==> src/rtl/mul_sweep_driver.sv <==
// Exhaustive operand sweep driver/checker for a combinational WIDTH x WIDTH multiplier.
// Optional worst-pair capture ports are enabled by defining WORST_CASE_CAPTURE_EN.
module mul_sweep_driver #(
  parameter int unsigned WIDTH = 6
) (
  input  logic                 i_clk,
  input  logic                 i_rst_n,
  input  logic                 i_start,
  input  logic                 i_abort,
  output logic [WIDTH-1:0]     o_mul_in1,
  output logic [WIDTH-1:0]     o_mul_in2,
  input  logic [2*WIDTH-1:0]   i_mul_out,
  input  logic                 i_mul_overflow,
  output logic                 o_busy,
  output logic                 o_done,
  output logic [2*WIDTH:0]     o_err_count,
  output logic [4*WIDTH-1:0]   o_sum_abs_err,
  output logic [2*WIDTH-1:0]   o_max_err,
`ifdef WORST_CASE_CAPTURE_EN
  output logic [WIDTH-1:0]     o_worst_in1,
  output logic [WIDTH-1:0]     o_worst_in2,
  output logic [2*WIDTH-1:0]   o_worst_out,
`endif
  output logic                 o_ovf_seen
);

  localparam int unsigned PW = 2 * WIDTH;

  typedef enum logic [1:0] {
    StIdle,
    StSweep,
    StDone
  } state_e;

  state_e          r_state;
  logic [PW-1:0]   r_idx;
  logic [PW-1:0]   w_exact;
  logic [PW-1:0]   w_abs_err;
  logic            w_err;
  logic            w_new_max;

  assign o_mul_in1 = r_idx[PW-1:WIDTH];
  assign o_mul_in2 = r_idx[WIDTH-1:0];

  // Subtraction ordered by magnitude, so the PW-bit result is always the true |difference|.
  assign w_exact   = PW'(o_mul_in1) * PW'(o_mul_in2);
  assign w_abs_err = (i_mul_out < w_exact) ? (w_exact - i_mul_out) : (i_mul_out - w_exact);
  assign w_err     = (w_abs_err != '0);
  assign w_new_max = (w_abs_err > o_max_err);

  always_ff @(posedge i_clk or negedge i_rst_n) begin
    if (!i_rst_n) begin
      r_state       <= StIdle;
      r_idx         <= '0;
      o_busy        <= 1'b0;
      o_done        <= 1'b0;
      o_err_count   <= '0;
      o_sum_abs_err <= '0;
      o_max_err     <= '0;
      o_ovf_seen    <= 1'b0;
`ifdef WORST_CASE_CAPTURE_EN
      o_worst_in1   <= '0;
      o_worst_in2   <= '0;
      o_worst_out   <= '0;
`endif
    end else begin
      unique case (r_state)
        StIdle, StDone: begin
          if (i_abort) begin
            r_state <= StIdle;
            o_busy  <= 1'b0;
            o_done  <= 1'b0;
          end else if (i_start) begin
            r_state       <= StSweep;
            r_idx         <= '0;
            o_busy        <= 1'b1;
            o_done        <= 1'b0;
            o_err_count   <= '0;
            o_sum_abs_err <= '0;
            o_max_err     <= '0;
            o_ovf_seen    <= 1'b0;
`ifdef WORST_CASE_CAPTURE_EN
            o_worst_in1   <= '0;
            o_worst_in2   <= '0;
            o_worst_out   <= '0;
`endif
          end
        end

        StSweep: begin
          // The pair on the ports is always accounted for, even on an aborting edge.
          if (w_err) begin
            o_err_count <= o_err_count + (PW + 1)'(1);
          end
          o_sum_abs_err <= o_sum_abs_err + (4 * WIDTH)'(w_abs_err);
          if (w_new_max) begin
            o_max_err <= w_abs_err;
`ifdef WORST_CASE_CAPTURE_EN
            o_worst_in1 <= o_mul_in1;
            o_worst_in2 <= o_mul_in2;
            o_worst_out <= i_mul_out;
`endif
          end
          o_ovf_seen <= o_ovf_seen | i_mul_overflow;

          if (i_abort) begin
            r_state <= StIdle;
            o_busy  <= 1'b0;
            o_done  <= 1'b0;
          end else if (r_idx == '1) begin
            r_state <= StDone;
            o_busy  <= 1'b0;
            o_done  <= 1'b1;
          end else begin
            r_idx <= r_idx + PW'(1);
          end
        end

        default: begin
          r_state <= StIdle;
          o_busy  <= 1'b0;
          o_done  <= 1'b0;
        end
      endcase
    end
  end

endmodule

==> config.mk <==
export PLATFORM = sky130hd
export DESIGN_NAME = mul_sweep_driver
export DESIGN_NICKNAME = d
export VERILOG_FILES = /design/src/rtl/mul_sweep_driver.sv
export SDC_FILE = /design/constraint.sdc
export NUM_CORES = 1
export LEC_CHECK = 0
export CAP_MARGIN = 20
export CORE_UTILIZATION = 45
export CTS_CLUSTER_DIAMETER = 30
export DETAILED_ROUTE_END_ITERATION = 10
export PLACE_DENSITY = 0.67
export REMOVE_ABC_BUFFERS = 1
export SLEW_MARGIN = 15
export SYNTH_ARGS = -nofsm -noshare
export SYNTH_HDL_FRONTEND = slang
export SYNTH_SLANG_ARGS = --single-unit
==> constraint.sdc <==
create_clock -name i_clk -period 16.77 [get_ports i_clk]
set_clock_uncertainty 0.1 [all_clocks]
set_input_delay 2.5155 -clock i_clk [delete_from_list [all_inputs] [get_ports i_clk]]
set_output_delay 2.5155 -clock i_clk [all_outputs]
set_load 0.01 [all_outputs]
==> impl_metrics.json <==
{
  "port-buffer-count": 80,
  "worstPathRequired_ns": 16.94,
  "grtUsageTotal_pct": 22.0,
  "synth_area_mm2": 0.00616,
  "drv_slew": 0,
  "leakage_nw": 3.44,
  "cts.clk_slew.worst_paths_ns": 0.06,
  "hold_buffers": 0,
  "hpwl_um": 11400,
  "drtAntennaViolNets": 0,
  "period_minus_slack_ns": 8.22,
  "cp-end-kind": "flop",
  "yosysSeqAreaShare_pct": 26.4,
  "firstDrtPassIters": 5,
  "fmax_mhz": 122,
  "vdd_drop_max_v": 0.0000526,
  "synth_area_leaders": "dfrtp_1 (26%), ha_1 (14%), fa_1 (6.5%), inv_1 (4.6%), nand2_1 (3.7%)",
  "cts_tree": "built",
  "post-cts-setup-buffers": 0,
  "coreArea_mm2": 0.0133,
  "crit_type": "reg2reg",
  "syn_to_final_growth_pct": 20.1,
  "clock_sinks": 65,
  "cts_max_path_buffers": 2,
  "drc": 0,
  "clock_power_share_pct": 26.8,
  "slowest_delay_ns": 0.88,
  "fp-row-count": 42,
  "routedWlPerCell_um": 15.5,
  "arrival_ns": 8.39,
  "place_area_mm2": 0.00707,
  "relSlewSlack_pct": 32.6,
  "outcome": "finished clean",
  "htree_levels": 3,
  "holdWs_ns": 0.403,
  "pin_count": 81,
  "swShare_pct": 36.3,
  "final_common_cell": "clkdlybuf4s50_1",
  "p_int_w": 0.000487,
  "final_cell_mix": "clkdlybuf4s50_1 (79), inv_1 (76), ha_1 (69)",
  "synth_ff_type": "dfrtp_1",
  "cts_resized": 0,
  "async_flop_share_pct": 100,
  "crit_fanout": 16,
  "synth-edff-count": 0,
  "avgSynthCellArea_um2": 8.66,
  "final.setup.tns_ns": 0,
  "fp.dieH_um": 119,
  "numCtsBuffers": 9,
  "hold_violations": 0,
  "finalSetupViolCount": 0,
  "ys_seq_elements": 65,
  "nFillCells": 1187,
  "via_count": 5327,
  "dieArea_mm2": 0.0142,
  "design_area_mm2": 0.00739,
  "yosys.area.top_type": "dfrtp_1",
  "insertion_delay_ns": 0.34,
  "tightest_slew_ns": 1.01,
  "grt_overflow_total": 0,
  "finalPower_w": 0.000765,
  "max-cap-violations": 0,
  "fin_nets": 884,
  "cp_slowest_cell": "o41ai_4",
  "seqPwrFrac_pct": 30.3,
  "yosys_warnings": 0,
  "finalCritPeriodShare_pct": 49.0,
  "syn_inst": 711,
  "first_global_vias": 5176,
  "cts-root-buf": "clkbuf_16",
  "grt_max_degree": 66,
  "drt_wl_total_um": 14900,
  "fin_ws_ns": 8.55,
  "p_switching_w": 0.000278,
  "fp.dieW_um": 119,
  "crit_top_cell": "inv_1",
  "dp_slack_ns": 8.60,
  "grt_antenna_before_repair": 0,
  "synthDistinctLibCells": 58,
  "hold_path_class": "reg2reg",
  "diodes": 0,
  "vias_per_cell": 5.55,
  "layout-drive-gt1-share_pct": 5.11,
  "gp_congestion": 0.900,
  "grt_pass1_wl_um": 25000,
  "initial_utilization_pct": 46.3,
  "synth_top_area_share_pct": 26.4,
  "power.density_mw_per_mm2": 104,
  "rsz0062_at_grt": "false",
  "cp-start-kind": "flop",
  "drt-initial-drc-count": 388,
  "p_comb_share_pct": 42.9
}
## path summary, 6_finish.rpt
check | depth (start not counted) | slack, ns | endpoint | start
worst max-delay path | 30 | 8.55 | o_sum_abs_err[21] | r_idx[2]
worst min-delay path | 2 | 0.40 | o_ovf_seen | o_ovf_seen
worst max register to register | 30 | 8.55 | o_sum_abs_err[21] | r_idx[2]
worst min register to register | 2 | 0.40 | o_ovf_seen | o_ovf_seen
max in group asynchronous | 2 | 13.75 | r_idx[5] | i_rst_n
min in group asynchronous | 2 | 2.27 | o_sum_abs_err[4] | i_rst_n
## sequential cells by signal, summed over array words and instances (netlist names)
register / count
r_idx: 12
o_max_err: 12
r_state: 2
o_sum_abs_err: 24
o_done: 1
o_ovf_seen: 1
o_err_count: 13
## routing by layer
| layer | vias to the layer above | wire length [um] | GRT usage [%] |
|---|---|---|---|
| met4 | 0 | 244 | 6.96 |
| met5 | - | 0 | 0 |
| li1 | 2596 | - | - |
| met2 | 125 | 6940 | 35.6 |
| met3 | 19 | 669 | 4.65 |
| met1 | 2587 | 7000 | 29.3 |
## worst max-delay path, delay by kind of cell (launching register included)
kind / cells / cell delay [ns]
xor+xnor: 2 / 0.59
compound gates: 11 / 2.74
fa+ha+maj: 6 / 2.56
mux: 1 / 0.21
simple gates: 6 / 1.12
buf+inv: 4 / 0.31
flops: 1 / 0.51
## layout make-up
class,instances,area [um2],share of cell area (%)
clock buffers,11,243,3.28
clock inverters,5,78.8,1.07
inverters,76,285,3.86
multi-input cells,540,4100,55.4
flip-flops and latches,65,1630,22.0
well taps,176,220,2.98
repair buffers,86,841,11.4
## cells in the mapped netlist (5+ instances only)
| library cell | instances |
|---|---|
| inv_1 | 76 |
| and2_1 | 30 |
| nand3_1 | 20 |
| nor2_1 | 47 |
| mux2i_1 | 14 |
| o21bai_1 | 6 |
| a21oi_1 | 41 |
| a32o_1 | 9 |
| nand4_1 | 12 |
| buf_2 | 6 |
| nand2_1 | 60 |
| xor2_1 | 23 |
| o31ai_1 | 13 |
| nor2b_1 | 6 |
| ha_1 | 69 |
| or4_1 | 14 |
| xnor2_1 | 25 |
| nand2b_1 | 7 |
| a21o_1 | 12 |
| nor3_1 | 15 |
| clkbuf_1 | 19 |
| o21ai_0 | 28 |
| or2_2 | 5 |
| fa_1 | 20 |
| and3_1 | 7 |
| or3_1 | 6 |
| dfrtp_1 | 65 |
## power groups by stage
stage | registers (W) | clock network [W] | logic, W
after global routing | 0.000238 | 0.000216 | 0.000364
after global placement | 0.000233 | 0 | 0.000318
after floorplan | 0.000241 | 0 | 0.000183
final | 0.000232 | 0.000205 | 0.000328
after detailed placement | 0.000234 | 0 | 0.000326
after CTS | 0.000232 | 0.000209 | 0.000328
## kinds of logic (layout without fill, tap and decap cells)
| family | Yosys count | in the layout | share of synthesized area, % |
|---|---|---|---|
| AOI/OAI and AO/OA | 143 | 143 | 15.8 |
| and+or+nand+nor | 242 | 242 | 20.2 |
| buffers and inverters | 106 | 178 | 7.09 |
| xor gates and xnor gates | 49 | 49 | 7.09 |
| adders and majority gates | 89 | 89 | 20.5 |
| DFF | 65 | 65 | 26.4 |
| muxes | 17 | 17 | 2.83 |
## stage by stage
stage	utilization, %	cells
floorplan	-	681
global placement	53.2	943
detailed placement	53.2	943
CTS	55.6	959
global route	55.6	959
finish	55.6	959
No activity file was read; power rests on OpenSTA's default activity.
